<file path="src/rtl/tile_cfg_pkg.sv">
// Shared definitions for the tile configuration memory controller.
//   COMMIT_WRITE_THROUGH / COMMIT_DOUBLE_BUF : values for the CommitMode parameter
//   used_frames() : number of frames needed to hold a tile's config bits
//   cnt_width()   : width of the saturating frame-write counter
package tile_cfg_pkg;

    localparam int COMMIT_WRITE_THROUGH = 0;
    localparam int COMMIT_DOUBLE_BUF    = 1;

    function automatic int used_frames(input int no_config_bits, input int frame_bits);
        return (no_config_bits + frame_bits - 1) / frame_bits;
    endfunction

    function automatic int cnt_width(input int max_frames);
        return $clog2(max_frames + 1);
    endfunction

endpackage

</file>
<file path="src/rtl/tile_cfg_frame_reg.sv">
// One configuration frame: strobe edge detector, staging register, optional
// active register (double-buffered mode) and the frame's loaded flag.
// Ports:
//   CLK, resetn  : clock, async active-low reset
//   strobe       : this frame's strobe line
//   frame_data   : payload bits kept for this frame (ValidBits wide)
//   commit       : copy staging to active (double-buffered mode only)
//   write        : strobe rising edge, i.e. this frame is written this cycle
//   active       : bits currently driven to the tile
//   loaded       : frame written since reset / last commit
module tile_cfg_frame_reg
    import tile_cfg_pkg::*;
#(
    parameter int ValidBits  = 32,
    parameter int CommitMode = COMMIT_WRITE_THROUGH
) (
    input  logic                 CLK,
    input  logic                 resetn,
    input  logic                 strobe,
    input  logic [ValidBits-1:0] frame_data,
    input  logic                 commit,
    output logic                 write,
    output logic [ValidBits-1:0] active,
    output logic                 loaded
);

    logic                 strobe_q;
    logic [ValidBits-1:0] staging;

    assign write = strobe & ~strobe_q;

    always_ff @(posedge CLK or negedge resetn) begin
        if (!resetn) begin
            strobe_q <= 1'b0;
            staging  <= '0;
        end else begin
            strobe_q <= strobe;
            if (write) staging <= frame_data;
        end
    end

    generate
        if (CommitMode == COMMIT_DOUBLE_BUF) begin : g_dbuf
            logic [ValidBits-1:0] active_q;

            // Commit samples staging before this cycle's write lands, and a
            // coinciding write re-marks its own frame in the freshly cleared mask.
            always_ff @(posedge CLK or negedge resetn) begin
                if (!resetn) begin
                    active_q <= '0;
                    loaded   <= 1'b0;
                end else if (commit) begin
                    active_q <= staging;
                    loaded   <= write;
                end else if (write) begin
                    loaded   <= 1'b1;
                end
            end

            assign active = active_q;
        end else begin : g_wt
            logic unused_commit;
            assign unused_commit = commit;

            always_ff @(posedge CLK or negedge resetn) begin
                if (!resetn)    loaded <= 1'b0;
                else if (write) loaded <= 1'b1;
            end

            assign active = staging;
        end
    endgenerate

endmodule

</file>
<file path="src/rtl/tile_cfg_mem_ctrl.sv">
// Clocked per-tile configuration memory. Frames are captured on strobe rising
// edges and drive ConfigBits either directly (write-through) or on Commit.
// Optional feature macro: TILE_CFG_READBACK_EN adds registered readback of the
// active frames.
// Ports:
//   CLK, resetn    : clock, async active-low reset
//   FrameData      : frame payload, broadcast to every frame edging this cycle
//   FrameStrobe    : per-frame write strobes (edge triggered)
//   Commit         : staging -> active copy (double-buffered mode only)
//   ConfigBits(_N) : active configuration and its inverse
//   FramesLoaded   : every used frame written since reset / last commit
//   WriteCount     : saturating count of cycles with at least one frame write
//   StrobeErr      : sticky, strobe edge on a frame beyond the used range
//   ReadbackSel/ReadbackData : (TILE_CFG_READBACK_EN) 1-cycle read of active frame
module tile_cfg_mem_ctrl
    import tile_cfg_pkg::*;
#(
    parameter int MaxFramesPerCol = 20,
    parameter int FrameBitsPerRow = 32,
    parameter int NoConfigBits    = 64,
    parameter int CommitMode      = COMMIT_WRITE_THROUGH
) (
    input  logic                                          CLK,
    input  logic                                          resetn,
    input  logic [FrameBitsPerRow-1:0]                    FrameData,
    input  logic [MaxFramesPerCol-1:0]                    FrameStrobe,
    input  logic                                          Commit,
    output logic [((NoConfigBits > 0) ? NoConfigBits : 1)-1:0] ConfigBits,
    output logic [((NoConfigBits > 0) ? NoConfigBits : 1)-1:0] ConfigBits_N,
    output logic                                          FramesLoaded,
    output logic [cnt_width(MaxFramesPerCol)-1:0]         WriteCount,
    output logic                                          StrobeErr
`ifdef TILE_CFG_READBACK_EN
    ,
    input  logic [$clog2(MaxFramesPerCol)-1:0]            ReadbackSel,
    output logic [FrameBitsPerRow-1:0]                    ReadbackData
`endif
);

    localparam int USED   = used_frames(NoConfigBits, FrameBitsPerRow);
    localparam int USED_W = (USED > 0) ? USED : 1;
    localparam int CFG_W  = (NoConfigBits > 0) ? NoConfigBits : 1;
    localparam int CNT_W  = cnt_width(MaxFramesPerCol);
    localparam int SPARE  = MaxFramesPerCol - USED;

    logic              commit_eff;
    logic [USED_W-1:0] write_vec;
    logic [USED_W-1:0] loaded_vec;
    logic [CFG_W-1:0]  active_bits;
    logic              any_write;
    logic              spare_edge;
    logic [CNT_W-1:0]  cnt;
    logic              err;

    assign commit_eff = (CommitMode == COMMIT_DOUBLE_BUF) && Commit;

    generate
        if (USED == 0) begin : g_no_frames
            logic unused_data;
            assign unused_data = ^FrameData;
            assign write_vec   = '0;
            assign loaded_vec  = '1;
            assign active_bits = '0;
        end else begin : g_frames
            for (genvar f = 0; f < USED; f++) begin : g_frame
                // The last frame keeps only the bits that exist in the tile.
                localparam int VB = ((NoConfigBits - f * FrameBitsPerRow) >= FrameBitsPerRow)
                                    ? FrameBitsPerRow : (NoConfigBits - f * FrameBitsPerRow);
                tile_cfg_frame_reg #(
                    .ValidBits  (VB),
                    .CommitMode (CommitMode)
                ) u_frame (
                    .CLK        (CLK),
                    .resetn     (resetn),
                    .strobe     (FrameStrobe[f]),
                    .frame_data (FrameData[VB-1:0]),
                    .commit     (commit_eff),
                    .write      (write_vec[f]),
                    .active     (active_bits[f*FrameBitsPerRow +: VB]),
                    .loaded     (loaded_vec[f])
                );
            end
        end

        if (SPARE > 0) begin : g_spare
            logic [SPARE-1:0] spare_q;
            always_ff @(posedge CLK or negedge resetn) begin
                if (!resetn) spare_q <= '0;
                else         spare_q <= FrameStrobe[MaxFramesPerCol-1:USED];
            end
            assign spare_edge = |(FrameStrobe[MaxFramesPerCol-1:USED] & ~spare_q);
        end else begin : g_no_spare
            assign spare_edge = 1'b0;
        end
    endgenerate

    assign any_write = |write_vec;

    always_ff @(posedge CLK or negedge resetn) begin
        if (!resetn) begin
            cnt <= '0;
            err <= 1'b0;
        end else begin
            err <= err | spare_edge;
            if (commit_eff)
                cnt <= any_write ? CNT_W'(1) : '0;
            else if (any_write && (cnt != '1))
                cnt <= cnt + CNT_W'(1);
        end
    end

    assign ConfigBits   = active_bits;
    assign ConfigBits_N = ~active_bits;
    assign FramesLoaded = &loaded_vec;
    assign WriteCount   = cnt;
    assign StrobeErr    = err;

`ifdef TILE_CFG_READBACK_EN
    localparam int SEL_W = $clog2(MaxFramesPerCol);

    logic [FrameBitsPerRow-1:0] rb_word [2**SEL_W];

    generate
        for (genvar r = 0; r < 2**SEL_W; r++) begin : g_rb
            if (r < USED) begin : g_used
                localparam int VB = ((NoConfigBits - r * FrameBitsPerRow) >= FrameBitsPerRow)
                                    ? FrameBitsPerRow : (NoConfigBits - r * FrameBitsPerRow);
                assign rb_word[r] = FrameBitsPerRow'(active_bits[r*FrameBitsPerRow +: VB]);
            end else begin : g_unused
                assign rb_word[r] = '0;
            end
        end
    endgenerate

    always_ff @(posedge CLK or negedge resetn) begin
        if (!resetn) ReadbackData <= '0;
        else         ReadbackData <= rb_word[ReadbackSel];
    end
`endif

endmodule
</file>
<file path="config.mk">
export PLATFORM = sky130hd
export DESIGN_NAME = tile_cfg_mem_ctrl
export DESIGN_NICKNAME = d
export VERILOG_FILES = /design/src/rtl/tile_cfg_pkg.sv /design/src/rtl/tile_cfg_frame_reg.sv /design/src/rtl/tile_cfg_mem_ctrl.sv
export SDC_FILE = /design/constraint.sdc
export NUM_CORES = 1
export LEC_CHECK = 0
export CORE_UTILIZATION = 45
export CTS_BUF_LIST = sky130_fd_sc_hd__clkbuf_4 sky130_fd_sc_hd__clkbuf_8
export DETAILED_ROUTE_END_ITERATION = 6
export DONT_BUFFER_PORTS = 1
export MAX_ROUTING_LAYER = met4
export PLACE_DENSITY = 0.65
export SLEW_MARGIN = 30
export SYNTH_ARGS = -nofsm -noshare
export SYNTH_HDL_FRONTEND = slang
export SYNTH_SLANG_ARGS = --single-unit
</file>
<file path="constraint.sdc">
create_clock -name CLK -period 4.5 [get_ports CLK]
set_clock_uncertainty 0.2 [all_clocks]
set_input_delay 0.45 -clock CLK [delete_from_list [all_inputs] [get_ports CLK]]
set_output_delay 0.45 -clock CLK [all_outputs]
set_load 0.05 [all_outputs]
</file>
Word-level counts from Yosys, hierarchy flattened
Index checks and enable logic that the tools add are counted.
{ "op_classes": {"shift": 0, "mux": 0, "addsub": 1, "reduce_logical": 4, "bitwise": 8, "eq_ne": 1, "div": 0, "multipliers": 0, "order_cmp": 0} }
{ "ops": {"columns": ["operator", "n"], "rows": [
  ["$not 64->64", 1],
  ["$and 18x18->18", 1],
  ["$not 18->18", 1],
  ["$reduce_or 18->1", 1],
  ["$add 5x1->5 const B", 1],
  ["$ne 5x5->1 const B", 1],
  ["$and 1x1->1", 2],
  ["$not 1->1", 2],
  ["$reduce_and 2->1", 1],
  ["$reduce_or 2->1", 1],
  ["$logic_and 1x1->1", 1],
  ["$or 1x1->1", 1]
]} }
{ "totals": {"regBits": 92, "latch_bits": 0, "mem_count": 0, "out_inout_bits": 135, "rom_bits": 0, "word_cells": 23, "mem_bits_rw": 0} }

Longest topological paths before layout
{ "depth": {"word_depth": 4, "depth_mapped": 6, "mapped_depth_nobuf": 6} }

Cells and area by module
A second synthesis with hierarchy kept.
{ "unflattened": {"hier_cells": 279, "hier_area_um2": 3921.3} }
{ "modules_own_cells": {"columns": ["mod", "cells_each", "seq_area_each_um2", "n_inst", "area_per_inst_um2"], "rows": [
  ["tile_cfg_frame_reg", 72, 850.8, 2, 1407.6],
  ["tile_cfg_mem_ctrl", 135, 600.6, 1, 1106.1]
]} }

Worst setup path before layout
Ideal clock, no wire load.
{ "synth_path": {"kind": "register to register", "startpoint": "reg cnt[0], in the netlist WriteCount[0]", "endpoint": "reg cnt[1], in the netlist WriteCount[1]", "setup_slack_ns": 2.430, "setup_time_ns": 0.125, "required_time_ns": 4.175, "stages_incl_launch_ff": 6, "arrival_ns": 1.746, "synth_period_minus_slack_ns": 2.070, "cell_sequence": "dfrtp_1 > ha_1 > and3_1 > ha_1 > a21oi_4 > mux2_2"} }
{ "synth_via": {"elab_chain_cells": 2, "word_cells_on_any_way": 3, "cone_classes": "add/sub (1); eq/ne (1); reduce/logical (1)"} }
{ "synth_rtl": {"columns": ["element", "line_no", "rtl"], "rows": [
  ["start, declared", "tile_cfg_mem_ctrl.sv:52", "logic [CNT_W-1:0] cnt;"],
  ["start signal, assigned", "tile_cfg_mem_ctrl.sv:106", "cnt <= any_write ? CNT_W'(1) : '0;"],
  ["start signal, assigned", "tile_cfg_mem_ctrl.sv:108", "cnt <= cnt + CNT_W'(1);"],
  ["branches (longest 2 deep; another with $add 5x1->5)", null, null]
]} }
Several ways; the timed one is not identified.
A chain may end at the register's enable or synchronous reset.

Worst setup path after layout
{ "layout_path": {"startpoint": "reg cnt[0], in the netlist WriteCount[0]", "endpoint": "reg cnt[4], in the netlist WriteCount[4]"} }
Same word-level chain as after synthesis.

==> reports/metrics.yaml <==
run_status:
  outcome: "complete, no violations"
synth:
  syn-num-nets: 401
  postSynthAreaPerCell_um2: 10.4
  synthesis.instances: 344
  number_of_unique_standard_cell_types_used_by_synthesis: 24
  synth_area_um2: 3570
  yosysTopAreaCellShare_pct: 64.6
  synth.area.top_cells: "sky130_fd_sc_hd__dfrtp_1 65%, sky130_fd_sc_hd__o21ai_1 9.0%, sky130_fd_sc_hd__inv_1 8.3%, sky130_fd_sc_hd__nand2_1 6.8%, sky130_fd_sc_hd__buf_6 3.2%"
  yosys_reg_bits: 92
  ys.warnings.count: 0
  yosysTopAreaCell: "sky130_fd_sc_hd__dfrtp_1"
  synth-seq-area-share_pct: 64.6
pwr:
  ir_worst_vdd_mv: 0.358
  cellLeakagePower_nw: 1.96
  power_mw: 2.36
  pwr_density_cell_nw_per_um2: 576
setup_path:
  crit_slowest_cell: "sky130_fd_sc_hd__dfrtp_1"
  critPathArrivalTime_ns: 2.21
  crit_path_max_fanout: 5
  crit_path_end_kind: "flop"
  critPathTopFamily: "flip-flops"
  rr_worst_depth: 5
  critical_path.max_stage_delay_ns: 0.60
  critical_path_depth: 5
  worst-path-buf-inv: 0
  type_of_origin_of_the_critical_path: "flop"
  endpoint: "WriteCount[4]"
  worstSetupPathType: "reg -> reg"
  crit_path_start: "WriteCount[0]"
  cp.required_ns: 4.54
  cp_cell_sequence: "ha_1, and3_1, ha_1, a21oi_4, mux2_2"
  cp_common_cell: "sky130_fd_sc_hd__ha_1"
  worst_r2r_startpoint: "WriteCount[0]"
  timing.rr.end: "WriteCount[4]"
  reg2reg_slack_ns: 2.33
clock_network:
  clock-root-buffer: "sky130_fd_sc_hd__clkbuf_8"
  htree_num_levels: 3
  cts.reportedPaths.clkPinSlew_ns: 0.09
  cts_made_buffers: 9
  tritoncts: "yes"
  clk-insertion-delay-late_ns: 0.34
  number_of_buffers_on_the_longest_clock_path: 2
  cts.sinks: 92
sta:
  report.final.hold_viol_count: 0
  worst_slew_slack_as_a_fraction_of_its_limit_pct: 48.7
  timing.final.ws_setup_ns: 2.33
  fin_setup_tns_ns: 0
  slew_viol_final: 0
  min_period_over_period_pct: 48.2
  rsz0062_at_grt: "no"
  fmax_mhz: 461
  final_period_minus_worst_setup_slack_ns: 2.17
  max_slew.worst_pin.slew_ns: 0.770
  setup_viol_count_final: 0
route:
  vias: 2345
  drc_errors: 0
  postRouteAntennaNets: 0
  detail_route.iter0.violations: 76
  totalWireLength_um: 7450
  wl_per_cell_um: 15.5
  routed_via_density: 4.87
  drt_first_pass_iters: 4
global_routing:
  gr_util_all_layers_pct: 19.0
  grt_pass1_vias: 2326
  antenna_violations_before_repair: 0
  grt_first_pass_wirelength_um: 11700
  grt.overflow.total: 0
  grt_max_degree: 93
die:
  die_area_um2: 8280
  initial_standard_cell_utilization_of_the_core_pct: 46.4
  die_h_um: 91.0
  io_pins: 190
  row_cnt: 32
  core_area_um2: 7690
  die-width_um: 91.0
placement:
  port_buffers: 0
  gp_routability_congestion: 0.712
  place_worst_setup_slack_ns: 2.34
  half_perimeter_wire_length_of_the_detailed_placement_result_um: 4840
  postPlaceCellArea_um2: 3560
layout:
  fillCellCount: 679
  count_of_inserted_antenna_diode_cells: 0
  layout.area.seq_um2: 2300
  design_area_um2: 4090
  multiInputGateArea_um2: 830
  area.growth.synth_to_final_pct: 14.8
  layout-drive-gt1-share_pct: 6.58
  layout.cells.most_common_list: "92 x sky130_fd_sc_hd__dfrtp_1, 79 x sky130_fd_sc_hd__inv_1, 65 x sky130_fd_sc_hd__nand2_1, 64 x sky130_fd_sc_hd__o21ai_1, 33 x sky130_fd_sc_hd__dlygate4sd3_1"
  layout.cells.most_common: "sky130_fd_sc_hd__dfrtp_1"
  number_of_nets_in_the_layout: 432
min_path:
  hold_path_startpoint: "FrameData[10]"
  class_of_the_most_critical_hold_timing_path: "in -> reg"
run:
  maxCapViolations: 0
## how the worst min path moves through the flow
stage / depth (start not counted) / slack, ns / end
3_5_place_dp: 0 / -0.04 / g_frames.g_frame[1].u_frame.active[3]
6_report: 2 / 0.02 / g_frames.g_frame[0].u_frame.active[10]
5_1_grt: 2 / 0.002 / g_frames.g_frame[1].u_frame.active[30]
3_3_place_gp: 0 / -0.04 / WriteCount[0]
2_1_floorplan: 0 / -0.05 / StrobeErr
4_1_cts: 2 / 0.00007 / g_frames.g_frame[0].u_frame.active[10]
## cells by family after synthesis
kind of cell / count (synthesis) / synth area share (%)
AO/OA/AOI/OAI: 73 / 11.3
flip-flops: 92 / 64.6
multiplexers: 2 / 0.632
adder cells (fa/ha/maj): 2 / 0.702
XOR/XNOR: 3 / 0.737
buffers and inverters: 93 / 12.3
AND/OR/NAND/NOR: 79 / 9.79
## stage by stage
| stage | utilization, % | hold slack, ns | std cells |
|---|---|---|---|
| after global placement | 46.2 | -0.0437 | 432 |
| after global routing | 53.3 | 0.00155 | 482 |
| after floorplan | - | -0.0456 | 344 |
| after detailed placement | 46.3 | -0.0437 | 432 |
| after CTS | 53.3 | 0.0000720 | 482 |
| final | 53.3 | 0.0186 | 482 |
## power breakdown
part	internal, mW	switching, mW	total, mW
Sequential	0.925	0.432	1.36
Clock	0.224	0.283	0.507
Combinational	0.0940	0.400	0.494
Total	1.24	1.11	2.36
## layout make-up
| cell class | instances | share of cell area, % |
|---|---|---|
| Sequential cell | 92 | 56.2 |
| Inverter | 79 | 7.24 |
| Multi-Input combinational cell | 159 | 20.3 |
| Tap cell | 102 | 3.12 |
| Clock buffer | 11 | 3.55 |
| Timing Repair Buffer | 34 | 8.74 |
| Clock inverter | 5 | 0.856 |
## worst reg2reg max path, cell delays in order (launching register included)
cell and delay [ns]:
sky130_fd_sc_hd__dfrtp_1 0.60, sky130_fd_sc_hd__ha_1 0.33, sky130_fd_sc_hd__and3_1 0.18, sky130_fd_sc_hd__ha_1 0.20
sky130_fd_sc_hd__a21oi_4 0.19, sky130_fd_sc_hd__mux2_2 0.35
## synth_stat cells
master,count
sky130_fd_sc_hd__a21oi_4,1
sky130_fd_sc_hd__mux2_2,2
sky130_fd_sc_hd__a2111oi_2,1
sky130_fd_sc_hd__buf_6,10
sky130_fd_sc_hd__and2b_1,2
sky130_fd_sc_hd__xnor2_1,2
sky130_fd_sc_hd__o22ai_1,5
sky130_fd_sc_hd__nor4_1,1
sky130_fd_sc_hd__nand3_1,1
sky130_fd_sc_hd__dfrtp_1,92
sky130_fd_sc_hd__nand2_1,65
sky130_fd_sc_hd__a222oi_1,1
sky130_fd_sc_hd__nand2b_1,4
sky130_fd_sc_hd__ha_1,2
sky130_fd_sc_hd__nand4_1,1
sky130_fd_sc_hd__and3_1,1
sky130_fd_sc_hd__o21ai_1,64
sky130_fd_sc_hd__inv_1,79
sky130_fd_sc_hd__and2_1,1
sky130_fd_sc_hd__o2111ai_1,1
sky130_fd_sc_hd__or2b_1,1
sky130_fd_sc_hd__nand2b_4,2
sky130_fd_sc_hd__xor2_1,1
sky130_fd_sc_hd__buf_4,4
## state kept, by name, indices dropped and copies added (netlist names)
register and cells:
StrobeErr 1, WriteCount 5, g_frames.g_frame.u_frame.active 64, g_frames.g_frame.u_frame.loaded 2
g_frames.g_frame.u_frame.strobe_q 2, g_spare.spare_q 18
## timing repair
item,in CTS,in global routing
hold buffers,34,0
endpoints found under the hold margin,125,0
resized for setup,0,0
buffers inserted,0,0
## routing by layer
layer | GRT usage [%] | wire (um) | up-vias
met1 | 22.8 | 3120 | 1102
met2 | 29.4 | 3630 | 109
met5 | - | 0 | -
met3 | 6.78 | 548 | 14
li1 | - | - | 1120
met4 | 7.80 | 157 | 0
(Power assumes the default switching activity.)
